`src/rtl/matrix_transpose_stream_if.sv`:
```
// Stream bundle for matrix_transpose_stream: opcode, row input/output handshakes and status.
// The engine connects through the slave modport; the producer/consumer side uses master.
interface matrix_transpose_stream_if #(
  parameter int unsigned DATA_W = 32,
  parameter int unsigned DIM    = 4
);
  logic [2:0]            Operation;
  logic                  InValid;
  logic                  InReady;
  logic [DIM*DATA_W-1:0] InRow;
  logic                  OutValid;
  logic                  OutReady;
  logic [DIM*DATA_W-1:0] OutRow;
  logic                  Done;
  logic                  Error;

  modport master (
    output Operation, InValid, InRow, OutReady,
    input  InReady, OutValid, OutRow, Done, Error
  );

  modport slave (
    input  Operation, InValid, InRow, OutReady,
    output InReady, OutValid, OutRow, Done, Error
  );
endinterface

```
`src/rtl/matrix_transpose_stream.sv`:
```
// DIM x DIM transpose engine: loads a matrix row-by-row, then streams out its columns as rows.
// Define TRANSPOSE_NEGATE_EN to add opcode 3'b101 (saturating negated transpose).
module matrix_transpose_stream #(
  parameter int unsigned DATA_W = 32,
  parameter int unsigned DIM    = 4
) (
  input  logic                     Clock,
  input  logic                     ClearAll,
  matrix_transpose_stream_if.slave bus_io
);

  localparam int unsigned   CntW    = $clog2(DIM);
  localparam logic [CntW-1:0] LastIdx = CntW'(DIM - 1);

  localparam logic [1:0] StIdle  = 2'd0;
  localparam logic [1:0] StLoad  = 2'd1;
  localparam logic [1:0] StDrain = 2'd2;

  localparam logic [2:0] OpIdle  = 3'b000;
  localparam logic [2:0] OpTrans = 3'b100;

  logic [1:0]        state_q, state_d;
  logic [CntW-1:0]   row_q, row_d;
  logic [CntW-1:0]   col_q, col_d;
  logic              done_q, done_d;
  logic              error_q, error_d;
  logic [DATA_W-1:0] mem_q [DIM][DIM];
  logic [DATA_W-1:0] mem_d [DIM][DIM];
  logic              op_supported;
  logic              in_fire;
  logic              out_fire;
  logic [DIM*DATA_W-1:0] out_row;

`ifdef TRANSPOSE_NEGATE_EN
  localparam logic [2:0] OpNeg = 3'b101;

  logic neg_q, neg_d;

  // Two's complement min has no positive counterpart; clamp to max.
  function automatic logic [DATA_W-1:0] sat_neg(input logic [DATA_W-1:0] v);
    if (v == {1'b1, {(DATA_W-1){1'b0}}}) begin
      return {1'b0, {(DATA_W-1){1'b1}}};
    end
    return -v;
  endfunction

  assign op_supported = (bus_io.Operation == OpTrans) || (bus_io.Operation == OpNeg);
`else
  assign op_supported = (bus_io.Operation == OpTrans);
`endif

  assign in_fire  = bus_io.InValid && (state_q == StLoad);
  assign out_fire = bus_io.OutReady && (state_q == StDrain);

  always_comb begin
    state_d = state_q;
    row_d   = row_q;
    col_d   = col_q;
    done_d  = 1'b0;
    error_d = 1'b0;
    mem_d   = mem_q;
`ifdef TRANSPOSE_NEGATE_EN
    neg_d   = neg_q;
`endif
    case (state_q)
      StIdle: begin
        if (op_supported) begin
          state_d = StLoad;
          row_d   = '0;
          col_d   = '0;
`ifdef TRANSPOSE_NEGATE_EN
          neg_d   = (bus_io.Operation == OpNeg);
`endif
        end else if (bus_io.Operation != OpIdle) begin
          error_d = 1'b1;
        end
      end
      StLoad: begin
        if (in_fire) begin
          for (int unsigned c = 0; c < DIM; c++) begin
            mem_d[row_q][c] = bus_io.InRow[c*DATA_W +: DATA_W];
          end
          if (row_q == LastIdx) begin
            state_d = StDrain;
            row_d   = '0;
          end else begin
            row_d = row_q + 1'b1;
          end
        end
      end
      StDrain: begin
        if (out_fire) begin
          if (col_q == LastIdx) begin
            state_d = StIdle;
            col_d   = '0;
            done_d  = 1'b1;
          end else begin
            col_d = col_q + 1'b1;
          end
        end
      end
      default: state_d = StIdle;
    endcase
  end

  // Output row k gathers column k of the buffer; forced to zero outside DRAIN.
  always_comb begin
    out_row = '0;
    if (state_q == StDrain) begin
      for (int unsigned j = 0; j < DIM; j++) begin
`ifdef TRANSPOSE_NEGATE_EN
        out_row[j*DATA_W +: DATA_W] = neg_q ? sat_neg(mem_q[j][col_q]) : mem_q[j][col_q];
`else
        out_row[j*DATA_W +: DATA_W] = mem_q[j][col_q];
`endif
      end
    end
  end

  always_ff @(posedge Clock or negedge ClearAll) begin
    if (!ClearAll) begin
      state_q <= StIdle;
      row_q   <= '0;
      col_q   <= '0;
      done_q  <= 1'b0;
      error_q <= 1'b0;
      for (int unsigned i = 0; i < DIM; i++) begin
        for (int unsigned j = 0; j < DIM; j++) begin
          mem_q[i][j] <= '0;
        end
      end
`ifdef TRANSPOSE_NEGATE_EN
      neg_q   <= 1'b0;
`endif
    end else begin
      state_q <= state_d;
      row_q   <= row_d;
      col_q   <= col_d;
      done_q  <= done_d;
      error_q <= error_d;
      mem_q   <= mem_d;
`ifdef TRANSPOSE_NEGATE_EN
      neg_q   <= neg_d;
`endif
    end
  end

  assign bus_io.InReady  = (state_q == StLoad);
  assign bus_io.OutValid = (state_q == StDrain);
  assign bus_io.OutRow   = out_row;
  assign bus_io.Done     = done_q;
  assign bus_io.Error    = error_q;

endmodule

```
`src/flat_wrapper.sv`:
```
// flat-port wrapper written by rule: the top's interface ports become plain ports
module matrix_transpose_stream_flat 
#(
  parameter int unsigned DATA_W = 32,
  parameter int unsigned DIM    = 4
)
  (Clock, ClearAll, bus_io_Operation, bus_io_InValid, bus_io_InRow, bus_io_OutReady, bus_io_InReady, bus_io_OutValid, bus_io_OutRow, bus_io_Done, bus_io_Error);
  matrix_transpose_stream_if #(.DATA_W(DATA_W), .DIM(DIM)) bus_io_i ();
  input  logic Clock;
  input  logic ClearAll;
  input wire logic [$bits(bus_io_i.Operation)-1:0] bus_io_Operation;
  input wire logic [$bits(bus_io_i.InValid)-1:0] bus_io_InValid;
  input wire logic [$bits(bus_io_i.InRow)-1:0] bus_io_InRow;
  input wire logic [$bits(bus_io_i.OutReady)-1:0] bus_io_OutReady;
  output wire logic [$bits(bus_io_i.InReady)-1:0] bus_io_InReady;
  output wire logic [$bits(bus_io_i.OutValid)-1:0] bus_io_OutValid;
  output wire logic [$bits(bus_io_i.OutRow)-1:0] bus_io_OutRow;
  output wire logic [$bits(bus_io_i.Done)-1:0] bus_io_Done;
  output wire logic [$bits(bus_io_i.Error)-1:0] bus_io_Error;
  assign bus_io_i.Operation = bus_io_Operation;
  assign bus_io_i.InValid = bus_io_InValid;
  assign bus_io_i.InRow = bus_io_InRow;
  assign bus_io_i.OutReady = bus_io_OutReady;
  assign bus_io_InReady = bus_io_i.InReady;
  assign bus_io_OutValid = bus_io_i.OutValid;
  assign bus_io_OutRow = bus_io_i.OutRow;
  assign bus_io_Done = bus_io_i.Done;
  assign bus_io_Error = bus_io_i.Error;
  matrix_transpose_stream #(.DATA_W(DATA_W), .DIM(DIM)) u_core (.Clock(Clock), .ClearAll(ClearAll), .bus_io(bus_io_i));
endmodule
```
`config.mk`:
```
export PLATFORM = sky130hd
export DESIGN_NAME = matrix_transpose_stream_flat
export DESIGN_NICKNAME = d
export VERILOG_FILES = /design/src/rtl/matrix_transpose_stream_if.sv /design/src/rtl/matrix_transpose_stream.sv /design/src/flat_wrapper.sv
export SDC_FILE = /design/constraint.sdc
export NUM_CORES = 1
export LEC_CHECK = 0
export ABC_AREA = 1
export CORE_AREA = 4 4 286 288
export CTS_BUF_LIST = sky130_fd_sc_hd__clkbuf_8
export CTS_CLUSTER_DIAMETER = 30
export DETAILED_ROUTE_END_ITERATION = 6
export DIE_AREA = 0 0 290 292
export PLACE_DENSITY = 0.57
export SYNTH_ARGS = -nofsm -noshare
export SYNTH_HDL_FRONTEND = slang
export SYNTH_SLANG_ARGS = --single-unit
```
`constraint.sdc`:
```
create_clock -name Clock -period 2.8 [get_ports Clock]
set_clock_uncertainty 0.15 [all_clocks]
set_input_delay 0.42 -clock Clock [delete_from_list [all_inputs] [get_ports Clock]]
set_output_delay 0.42 -clock Clock [all_outputs]
set_load 0.005 [all_outputs]
```
Word level (Yosys, flattened, before mapping). Cells that the tools add are included. Widths: inputs -> output; s select.

Equal/unequal tests: 10. Multiplexer cells: 44. Bitwise operators: 2. $add $sub $neg: 2. Reduce and logical (&&, ||, !) cells: 11. $lt $le $gt $ge: 3.

Operators by type and width (number): $bwmux 512 (4); $demux 128 s2 (4); $mux 32 (9); $bmux 32 s2 (4); $mux 128 (2); $mux 96 (1); $mux 64 (1); $mux 2 (10); $ne 2x1->1 const B (5); $pmux 2 s2 (2); $eq 2x2->1 const B (3); $ge 3x3->1 const B (2); $mux 1 (6); $not 2->3 (2); $pmux 2 s3 (1); $reduce_and 3->1 (2); $reduce_and 5->1 (1); $add 2x1->2 const B (2); $reduce_bool 2->1 (2); $eq 3x3->1 const B (1); $logic_and 1x1->1 (3); $lt 3x1->1 const B (1); $reduce_bool 3->1 (1); $eq 2x1->1 const B (1); other kinds (2) (2).

Register bits: 520. Output and inout port bits: 132. Word-level logic and storage cells: 93.

Longest topological paths before layout. Gate-level depths: netlist of the first run.

Depth after elaboration: 9. Depth in mapped cells: 9.

Worst setup path after synthesis of the first run. Ideal clock, no wire load.

Path kind: reg2out. From: reg u_core.col_q[0]. To: out bus_io_OutRow[36]. Data required time: 2.230 ns. Slack: 0.961 ns. Path buffers: 3. Stages on the path, launching flop included: 7. Data arrival time: 1.269 ns. Cell sequence: dfrtp_1 buf_2 inv_2 buf_2 clkbuf_1 o21ai_1 a21oi_1.

Word-level cells in the longest chain between the ends: 5.

RTL lines: from (decl) (RTL line matrix_transpose_stream.sv:24) `logic [CntW-1:0] col_q, col_d;`; from (signal assigned) (RTL line matrix_transpose_stream.sv:138) `col_q <= col_d;`; $not 2->3 (not written as such) (RTL line matrix_transpose_stream.sv:114) `out_row[j*DATA_W +: DATA_W] = mem_q[j][col_q];`; $bmux 32 s2 (RTL line matrix_transpose_stream.sv:114); $mux 32 (not written as such) (2 in a row) (RTL line matrix_transpose_stream.sv:114); $mux 128 (RTL line matrix_transpose_stream.sv:109) `if (state_q == StDrain) begin`; to (decl) (RTL line flat_wrapper.sv:17) `output wire logic [$bits(bus_io_i.OutRow)-1:0] bus_io_OutRow;`.

Every way passes these cells. The select of a mux whose other input is x is not followed.

Worst setup path in the final report of the first run.
From: reg u_core.col_q[0]. To: out bus_io_OutRow[51].

The elaborated chain is that of the path after synthesis.

==> run_results.csv, run 1 <==
group,metric,value,unit
run_status,status,"complete, but fails checks",
run_status,failed_checks,"negative setup slack",
sta,post-route-min-period,3.01,ns
floorplanning,start_util,29.9,%
clock_tree,htree_levels,3,
logic_synthesis,synth_flop_cell,"dfrtp_1",
cells_and_area,syn_to_final_growth,43.4,%
critical_path,arrival,2.44,ns
sta,fin_crit_sh,108,%
grt,grt_pass1_vias,21400,
grt,grt_max_degree,71,
sta,tightest_slew,0.712,ns
cells_and_area,final_cell_mix,"o21ai_1 (581), nand2_1 (528), dfrtp_1 (518)",
pwr,share_comb_of_total_power,34.7,%
logic_synthesis,synth.distinct_cells,24,
floorplanning,core-area,78900,µm²
cells_and_area,fin_area,33800,µm²
floorplanning,rows,103,
sta,max_freq,332,MHz
critical_path,cp.required,2.23,ns
floorplanning,fp.dieArea,84700,µm²
floorplanning,die_height,292,µm
cells_and_area,mostFrequentLayoutCell,"o21ai_1",
placement,io_buffers,266,
floorplanning,die_width,290,µm
grt,track_usage,20.8,%
sta,final_hold_viol_count,0,
clock_tree,worst_skew_pair.late_latency,0.70,ns
route,drtPass1Iterations,5,
cells_and_area,final_nets,3375,
sta,rsz0062_at_grt,"true",
logic_synthesis,syn_area,23600,µm²
logic_synthesis,ys_warn_count,0,
critical_path,r2r_end,"u_core.col_q[0]",
floorplanning,io_pins,267,
pwr,p_seq_share,39.0,%
clock_tree,numCtsBuffers,111,
run,maxCapViolCount,0,
route,drc,0,
logic_synthesis,ys_seq_elements,520,
route,vias,21600,
pwr,pwr-share-clk,26.3,%
logic_synthesis,synth_edf_count,0,
logic_synthesis,netlist_instances,2836,
critical_path,crit_chain,"buf_12 -> buf_16 -> buf_12 -> buf_6 -> nor2_1 -> nor2_1 -> o21ai_2 -> a21oi_2 -> buf_2",
logic_synthesis,ys_seq_area_share,55.2,%
route,drt_iter0_drc,1789,
clock_tree,clk_pin_slew,0.06,ns
critical_path,rr_startpoint,"u_core.col_q[0]",
critical_path,r2r_cells,8,
route,final_antenna_net_count,0,
critical_path,worst_setup_path_start_kind,"register",
clock_tree,cts_buffer_depth,3,
critical_path,crit_type,"register to output pin",
logic_synthesis,synth_fp_nets,2976,
pwr,switching_power,12.9,mW
placement,dpl.hpwl,61.3,mm
sta,layout_setup_ws,-0.210,ns
pwr,vdd_ir_drop_max,634,µV
grt,antenna_found_initial,4,
cells_and_area,drive_above_1_share,29.9,%
placement,gp_congestion,0.893,
pwr,cellPowerDensity,1030,nW/µm²
sta,relSlewSlack,52.5,%
sta,slew_violations,0,
critical_path,end_kind,"output pin",
clock_tree,cts_tree,"yes",
critical_path,critPathMaxFanout,8,
min_path,hold_class,"input pin to asynchronous set/reset pin",
sta,setup_viol,107,
route,viasPerCell,4.92,
route,routed_wirelength,91.9,mm
critical_path,crit_slowest_cell,"dfrtp_4",
pwr,sw_frac_of_total,37.1,%
route,wire_per_inst,21.0,µm
grt,grt_pass1_wl,135,mm
pwr,leakage,15.3,nW
grt,grt_overflow,0,
critical_path,ff2ff_setup_slack,0.43,ns
logic_synthesis,synth_area_per_cell,8.31,µm²
placement,place_area,28000,µm²
sta,fin_setup_tns,-8.83,ns
clock_tree,root_buffer,"clkbuf_8",
pwr,p_int,21.9,mW
clock_tree,clock_sinks,520,
logic_synthesis,synthArstFlopShare,100,%
critical_path,max_stage_delay,0.48,ns
layout make-up:
type / count / area, µm²
well taps: 1050 / 1310
clock inverters: 70 / 662
diodes: 4 / 10.0
inverters: 142 / 569
fillers: 7831 / 45100
multi-input cells: 1963 / 10700
repair buffers: 496 / 5590
repair inverters: 1 / 8.76
flip-flops and latches: 520 / 13000
clock buffers: 136 / 1870
through the flow:
stage | util [%] | hold slack (ns) | setup WS (ns) | total power [mW] | cells
3_5_place_dp | 35.5 | 0.318 | 0.000582 | 21.9 | 4092
4_1_cts | 40.7 | 0.135 | -0.225 | 33.3 | 4341
2_1_floorplan | - | -0.0256 | 0.961 | 18.3 | 2836
6_report | 42.8 | 0.129 | -0.210 | 34.9 | 4382
3_3_place_gp | 35.5 | 0.310 | -0.0177 | 21.7 | 4092
5_1_grt | 42.8 | 0.144 | -0.308 | 37.0 | 4379
worst max-delay path, delay by kind of cell, from the launching register on:
family / cells / cell delay, ns
buffers and inverters: 5 / 0.74
AND/OR/NAND/NOR: 2 / 0.13
AO/OA/AOI/OAI: 2 / 0.36
flip-flops: 1 / 0.48
sequential cells by signal, summed over array words and instances (netlist names):
register             flops
u_core.row_q             2
u_core.col_q             2
u_core.state_q           2
u_core.bus_io.Done       1
u_core.mem_q           512
u_core.bus_io.Error      1
repair_timing:
action                     4_1_cts  5_1_grt
gates resized for setup       1086      364
setup endpoints to repair      128      128
cloned                          22       14
hold endpoints to repair        46        0
setup buffers                   44       29
pin swaps                      206      192
hold buffers                     1        0
cell usage after synthesis, types with 3 or more instances:
master,n,area share (%)
inv_1,138,2.2
dfrtp_1,520,55
o21ai_0,301,6.4
ha_1,5,0.27
a21oi_1,128,2.7
buf_2,80,1.7
buf_1,3,0.048
nand3_1,8,0.17
inv_2,3,0.048
buf_4,5,0.16
nand2_4,4,0.19
buf_6,66,3.2
o21ai_1,469,10
nand2_1,528,8.4
nor2_1,513,8.2
clkbuf_1,57,0.91
power groups by stage:
| stage | clock network, mW | logic, mW | registers [mW] |
|---|---|---|---|
| global route | 9.72 | 13.4 | 13.9 |
| finish | 9.17 | 12.1 | 13.6 |
| floorplan | 0 | 6.13 | 12.2 |
| global placement | 0 | 8.79 | 12.9 |
| detailed placement | 0 | 8.95 | 12.9 |
| CTS | 9.30 | 10.8 | 13.2 |
how the worst max path moves through the flow:
stage                    start                 end  slack [ns]  depth (start not counted)
6_report       u_core.col_q[0]   bus_io_OutRow[51]       -0.21                          9
5_1_grt        u_core.col_q[0]    bus_io_OutRow[4]       -0.31                         10
4_1_cts        u_core.col_q[0]   bus_io_OutRow[51]       -0.23                          9
3_5_place_dp   u_core.col_q[0]  bus_io_OutRow[107]      0.0006                          7
3_3_place_gp   u_core.col_q[0]  bus_io_OutRow[107]       -0.02                          7
2_1_floorplan  u_core.col_q[0]   bus_io_OutRow[36]        0.96                          6
kinds of logic after synthesis:
family	Yosys count	share of synthesized area [%]
buffers and inverters	353	8.25
AND/OR/NAND/NOR	1059	17.1
AO/OA/AOI/OAI	899	19.1
adder cells (fa/ha/maj)	5	0.266
flip-flops	520	55.2
layer usage:
metal	part of all wire [%]	track usage (%)	wire length (µm)
met1	39	25.4	36100
met2	50	35.8	45500
met3	7.7	5.46	7090
met4	3.4	6.98	3140
met5	0.014	0	13
No activity file was read; power rests on OpenSTA's default activity.
==> run 2, diff against run 1 <==
--- a/config.mk
+++ b/config.mk
@@ -12,6 +12,7 @@
 export DETAILED_ROUTE_END_ITERATION = 6
 export DIE_AREA = 0 0 290 292
 export PLACE_DENSITY = 0.57
+export SKIP_CTS_REPAIR_TIMING = 1
 export SYNTH_ARGS = -nofsm -noshare
 export SYNTH_HDL_FRONTEND = slang
 export SYNTH_SLANG_ARGS = --single-unit
==> run_results.csv, run 2 (synthesis results as in run 1) <==
group,metric,value,unit
pwr,switching_power,12.0,mW
critical_path,worst_setup_path_start_kind,"register",
cells_and_area,final_cells,4355,
grt,grt_overflow,0,
sta,slew_violations,0,
cells_and_area,syn_to_final_growth,38.2,%
critical_path,crit_slowest_cell,"dfrtp_4",
cells_and_area,final_nets,3350,
pwr,cellPowerDensity,1010,nW/µm²
clock_tree,root_buffer,"clkbuf_8",
placement,gp_congestion,0.893,
clock_tree,clk_pin_slew,0.06,ns
placement,io_buffers,266,
clock_tree,worst_skew_pair.late_latency,0.71,ns
route,wire_per_inst,20.8,µm
grt,grt_max_degree,71,
sta,layout_setup_ws,-0.225,ns
placement,placedCellCount,4092,
critical_path,r2r_cells,7,
critical_path,rr_startpoint,"u_core.col_q[0]",
critical_path,path_buf_inv,6,
cells_and_area,fin_area,32600,µm²
route,drtPass1Iterations,6,
route,routed-wl-met3,6.65,mm
clock_tree,htree_levels,3,
floorplanning,start_util,29.9,%
floorplanning,rows,103,
route,viasPerCell,4.90,
pwr,vdd_ir_drop_max,630,µV
route,drt_iter0_drc,1914,
pwr,sw_frac_of_total,36.5,%
placement,dpl.hpwl,61.3,mm
sta,hold_ws,0.106,ns
sta,fin_crit_sh,108,%
critical_path,cp.required,2.23,ns
sta,tightest_slew,0.717,ns
critical_path,crit_type,"register to output pin",
critical_path,path_delay_family,"buffers and inverters",
critical_path,end_kind,"output pin",
run_status,status,"complete, but fails checks",
cells_and_area,final_cell_mix,"o21ai_1 (553), nand2_1 (528), dfrtp_1 (517)",
floorplanning,fp.dieArea,84700,µm²
min_path,hold_class,"input pin to asynchronous set/reset pin",
critical_path,max_stage_delay,0.51,ns
route,final_antenna_net_count,0,
cells_and_area,drive_above_1_share,21.6,%
sta,final_hold_viol_count,0,
route,vias,21300,
clock_tree,cts_buffer_depth,3,
critical_path,critPathMaxFanout,8,
sta,max_freq,331,MHz
critical_path,r2r_end,"u_core.col_q[0]",
route,routed_wirelength,90.6,mm
clock_tree,clock_sinks,520,
pwr,leakage,15.7,nW
grt,grt_pass1_vias,20700,
placement,place_area,28000,µm²
grt,track_usage,19.6,%
floorplanning,die_height,292,µm
run_status,failed_checks,"negative setup slack",
floorplanning,io_pins,267,
pwr,p_int,20.9,mW
critical_path,arrival,2.46,ns
cells_and_area,fin_util,41.3,%
critical_path,cp_common_cell,"buf_12",
route,wl_met2,44.9,mm
cells_and_area,largest_reg_flops,512,
critical_path,crit_chain,"buf_6 -> clkinv_8 -> buf_12 -> buf_8 -> buf_12 -> o21ai_1 -> a21oi_2 -> buf_2",
grt,antenna_found_initial,2,
grt,grt_pass1_wl,128,mm
sta,post-route-min-period,3.03,ns
critical_path,ff2ff_setup_slack,0.70,ns
clock_tree,numCtsBuffers,111,
sta,rsz0062_at_grt,"true",
sta,relSlewSlack,52.2,%
route,wl_met1,36.4,mm
run,maxCapViolCount,0,
cells_and_area,fillers,7965,
cells_and_area,mostFrequentLayoutCell,"o21ai_1",
route,top_layer,"met5",
pwr,p_seq_share,40.1,%
sta,setup_viol,121,
cells_and_area,top_register,"u_core.mem_q",
floorplanning,core-area,78900,µm²
floorplanning,die_width,290,µm
pwr,share_comb_of_total_power,32.1,%
route,drc,0,
placement,dp_slack,0.000582,ns
pwr,pwr-share-clk,27.8,%
clock_tree,cts_tree,"yes",
==> run 2: per-stage QoR <==
stage | setup TNS, ns | total power [mW]
2_1_floorplan | 0 | 18.3
3_3_place_gp | -0.0177 | 21.7
3_5_place_dp | 0 | 21.9
4_1_cts | -72.45 | 31.1
5_1_grt | -23.81 | 35.1
6_report | -11.89 | 33.0
==> run 2: layout make-up <==
cell class | count | area (µm²) | area share (%)
timing repair buffer | 472 | 5370 | 16.5
sequential | 520 | 13000 | 40.0
tap | 1050 | 1310 | 4.03
multi-input combinational | 1963 | 9760 | 30.0
clock inverter | 70 | 662 | 2.03
clock buffer | 136 | 1870 | 5.75
antenna | 2 | 5.00 | 0.0154
inverter | 142 | 563 | 1.73
==> run 2: worst max-delay path by stage <==
stage | start | end | cells past startpoint
finish | u_core.col_q[0] | bus_io_OutRow[81] | 8
global route | u_core.col_q[0] | bus_io_OutRow[89] | 8
CTS | u_core.col_q[0] | bus_io_OutRow[107] | 7
detailed placement | u_core.col_q[0] | bus_io_OutRow[107] | 7
global placement | u_core.col_q[0] | bus_io_OutRow[107] | 7
floorplan | u_core.col_q[0] | bus_io_OutRow[36] | 6
==> run 2: per-layer routing <==
layer | vias to the layer above | track usage (%)
met3 | 140 | 5.44
li1 | 10000 | -
met4 | 2 | 6.41
met1 | 10400 | 23.9
met2 | 776 | 33.7
met5 | - | 0
==> run 2: power groups by stage <==
stage               Sequential (mW)  Combinational (mW)  Clock (mW)
global placement               12.9                8.79           0
finish                         13.2                10.6        9.15
floorplan                      12.2                6.13           0
global route                   13.6                11.9        9.72
CTS                            12.8                8.98        9.30
detailed placement             12.9                8.95           0
==> run 3, diff against run 2 <==
--- a/config.mk
+++ b/config.mk
@@ -11,6 +11,8 @@
 export CTS_CLUSTER_DIAMETER = 30
 export DETAILED_ROUTE_END_ITERATION = 6
 export DIE_AREA = 0 0 290 292
+export GPL_TIMING_DRIVEN = 0
+export HOLD_SLACK_MARGIN = 0.05
 export PLACE_DENSITY = 0.57
 export SKIP_CTS_REPAIR_TIMING = 1
 export SYNTH_ARGS = -nofsm -noshare
==> run_results.csv, run 3 (synthesis results as in run 1) <==
group,metric,value,unit
pwr,p_total,34.6,mW
clock_tree,root_buffer,"clkbuf_8",
critical_path,path_delay_family,"buffers and inverters",
pwr,sw_frac_of_total,36.8,%
sta,slew_violations,0,
sta,fin_setup_tns,-18.63,ns
sta,post-route-min-period,3.07,ns
pwr,p_int,21.9,mW
placement,placedCellCount,4157,
critical_path,worst_setup_path_start_kind,"register",
critical_path,arrival,2.50,ns
sta,fin_crit_sh,109,%
pwr,vdd_ir_drop_max,442,µV
clock_tree,clock_sinks,520,
cells_and_area,largest_reg_flops,512,
grt,antenna_found_initial,4,
cells_and_area,final_nets,3403,
cells_and_area,mostFrequentLayoutCell,"o21ai_1",
critical_path,ff2ff_setup_slack,0.75,ns
clock_tree,clk_pin_slew,0.06,ns
clock_tree,worst_skew_pair.late_latency,0.71,ns
cells_and_area,final_cells,4414,
critical_path,crit_slowest_cell,"dfrtp_2",
sta,relSlewSlack,47.2,%
cells_and_area,fin_util,41.9,%
critical_path,r2r_cells,7,
route,routed_wirelength,103,mm
sta,setup_viol,122,
sta,max_freq,326,MHz
floorplanning,rows,103,
pwr,leakage,16.1,nW
placement,gp_congestion,0.901,
sta,hold_ws,0.155,ns
critical_path,max_stage_delay,0.42,ns
clock_tree,numCtsBuffers,116,
min_path,hold_class,"input pin to asynchronous set/reset pin",
grt,grt_pass1_vias,21700,
floorplanning,fp.dieArea,84700,µm²
route,vias,22500,
critical_path,cp.required,2.23,ns
placement,io_buffers,266,
floorplanning,start_util,29.9,%
route,drc,0,
run_status,failed_checks,"negative setup slack",
critical_path,cp_common_cell,"buf_12",
route,wire_per_inst,23.3,µm
grt,grt_max_degree,114,
route,drtPass1Iterations,7,
sta,rsz0062_at_grt,"true",
pwr,cellPowerDensity,1050,nW/µm²
clock_tree,htree_levels,3,
cells_and_area,final_cell_mix,"o21ai_1 (536), nand2_1 (528), dfrtp_1 (517)",
sta,layout_setup_ws,-0.266,ns
critical_path,critPathMaxFanout,10,
grt,grt_pass1_wl,146,mm
grt,track_usage,23.1,%
cells_and_area,syn_to_final_growth,40.4,%
cells_and_area,fin_area,33100,µm²
run_status,status,"complete, but fails checks",
floorplanning,core-area,78900,µm²
run,maxCapViolCount,0,
sta,tightest_slew,0.792,ns
critical_path,path_buf_inv,5,
pwr,share_comb_of_total_power,32.6,%
placement,place_area,27700,µm²
critical_path,crit_type,"register to output pin",
route,final_antenna_net_count,0,
sta,final_hold_viol_count,0,
critical_path,rr_startpoint,"u_core.state_q[0]",
pwr,switching_power,12.7,mW
floorplanning,die_height,292,µm
critical_path,r2r_end,"u_core.mem_q[96]",
pwr,p_seq_share,37.3,%
pwr,pwr-share-clk,30.0,%
route,viasPerCell,5.10,
cells_and_area,drive_above_1_share,23.2,%
route,drt_iter0_drc,2576,
floorplanning,io_pins,267,
critical_path,end_kind,"output pin",
cells_and_area,top_register,"u_core.mem_q",
clock_tree,cts_buffer_depth,3,
clock_tree,cts_tree,"yes",
placement,dpl.hpwl,77.0,mm
floorplanning,die_width,290,µm
critical_path,crit_chain,"buf_12 -> buf_12 -> buf_8 -> buf_12 -> nor2_1 -> nor2_1 -> o21ai_1 -> a21oi_2 -> buf_2",
grt,grt_overflow,0,
placement,dp_slack,-0.789,ns
-- run 3: cell types whose count changed in the layout (fill, tap and decap cells not counted), sizes merged --
cell          change
dlymetal6s2s     +25
buf              +22
bufinv           +11
clkbuf            +3
clkinv            -2
-- run 3: worst max path at each step --
stage,end,slack (ns),depth (start not counted),startpoint
after floorplan,bus_io_OutRow[36],0.96,6,u_core.col_q[0]
after global placement,u_core.mem_q[121],-23.22,1,ClearAll
after detailed placement,bus_io_OutRow[76],-0.79,7,u_core.col_q[0]
after CTS,bus_io_OutRow[76],-1.57,7,u_core.col_q[0]
after global routing,bus_io_OutRow[18],-0.33,9,u_core.col_q[0]
final,bus_io_OutRow[0],-0.27,9,u_core.col_q[0]
-- run 3: power by group through the flow --
stage / Clock, mW / Combinational [mW] / Sequential [mW]
2_1_floorplan: 0 / 6.13 / 12.2
3_3_place_gp: 0 / 9.26 / 12.7
3_5_place_dp: 0 / 9.47 / 12.7
4_1_cts: 10.5 / 9.52 / 12.6
5_1_grt: 10.9 / 12.4 / 13.3
6_report: 10.4 / 11.3 / 12.9
-- run 3: routing by layer --
metal	global-route usage, %	vias to the layer above	share of wire (%)
li1	-	10200	-
met1	32.5	11100	42
met2	34.7	1150	44
met3	5.26	152	9.7
met4	8.92	0	3.7
met5	0	-	0
-- run 3: layout make-up --
cell class	instances	area (µm²)
flip-flops and latches	520	13000
fillers	7996	45800
clock inverters	79	982
clock buffers	138	1900
inverters	142	543
diodes	2	5.00
repair buffers	310	3190
plain buffers	210	2240
multi-input cells	1963	9880
well taps	1050	1310
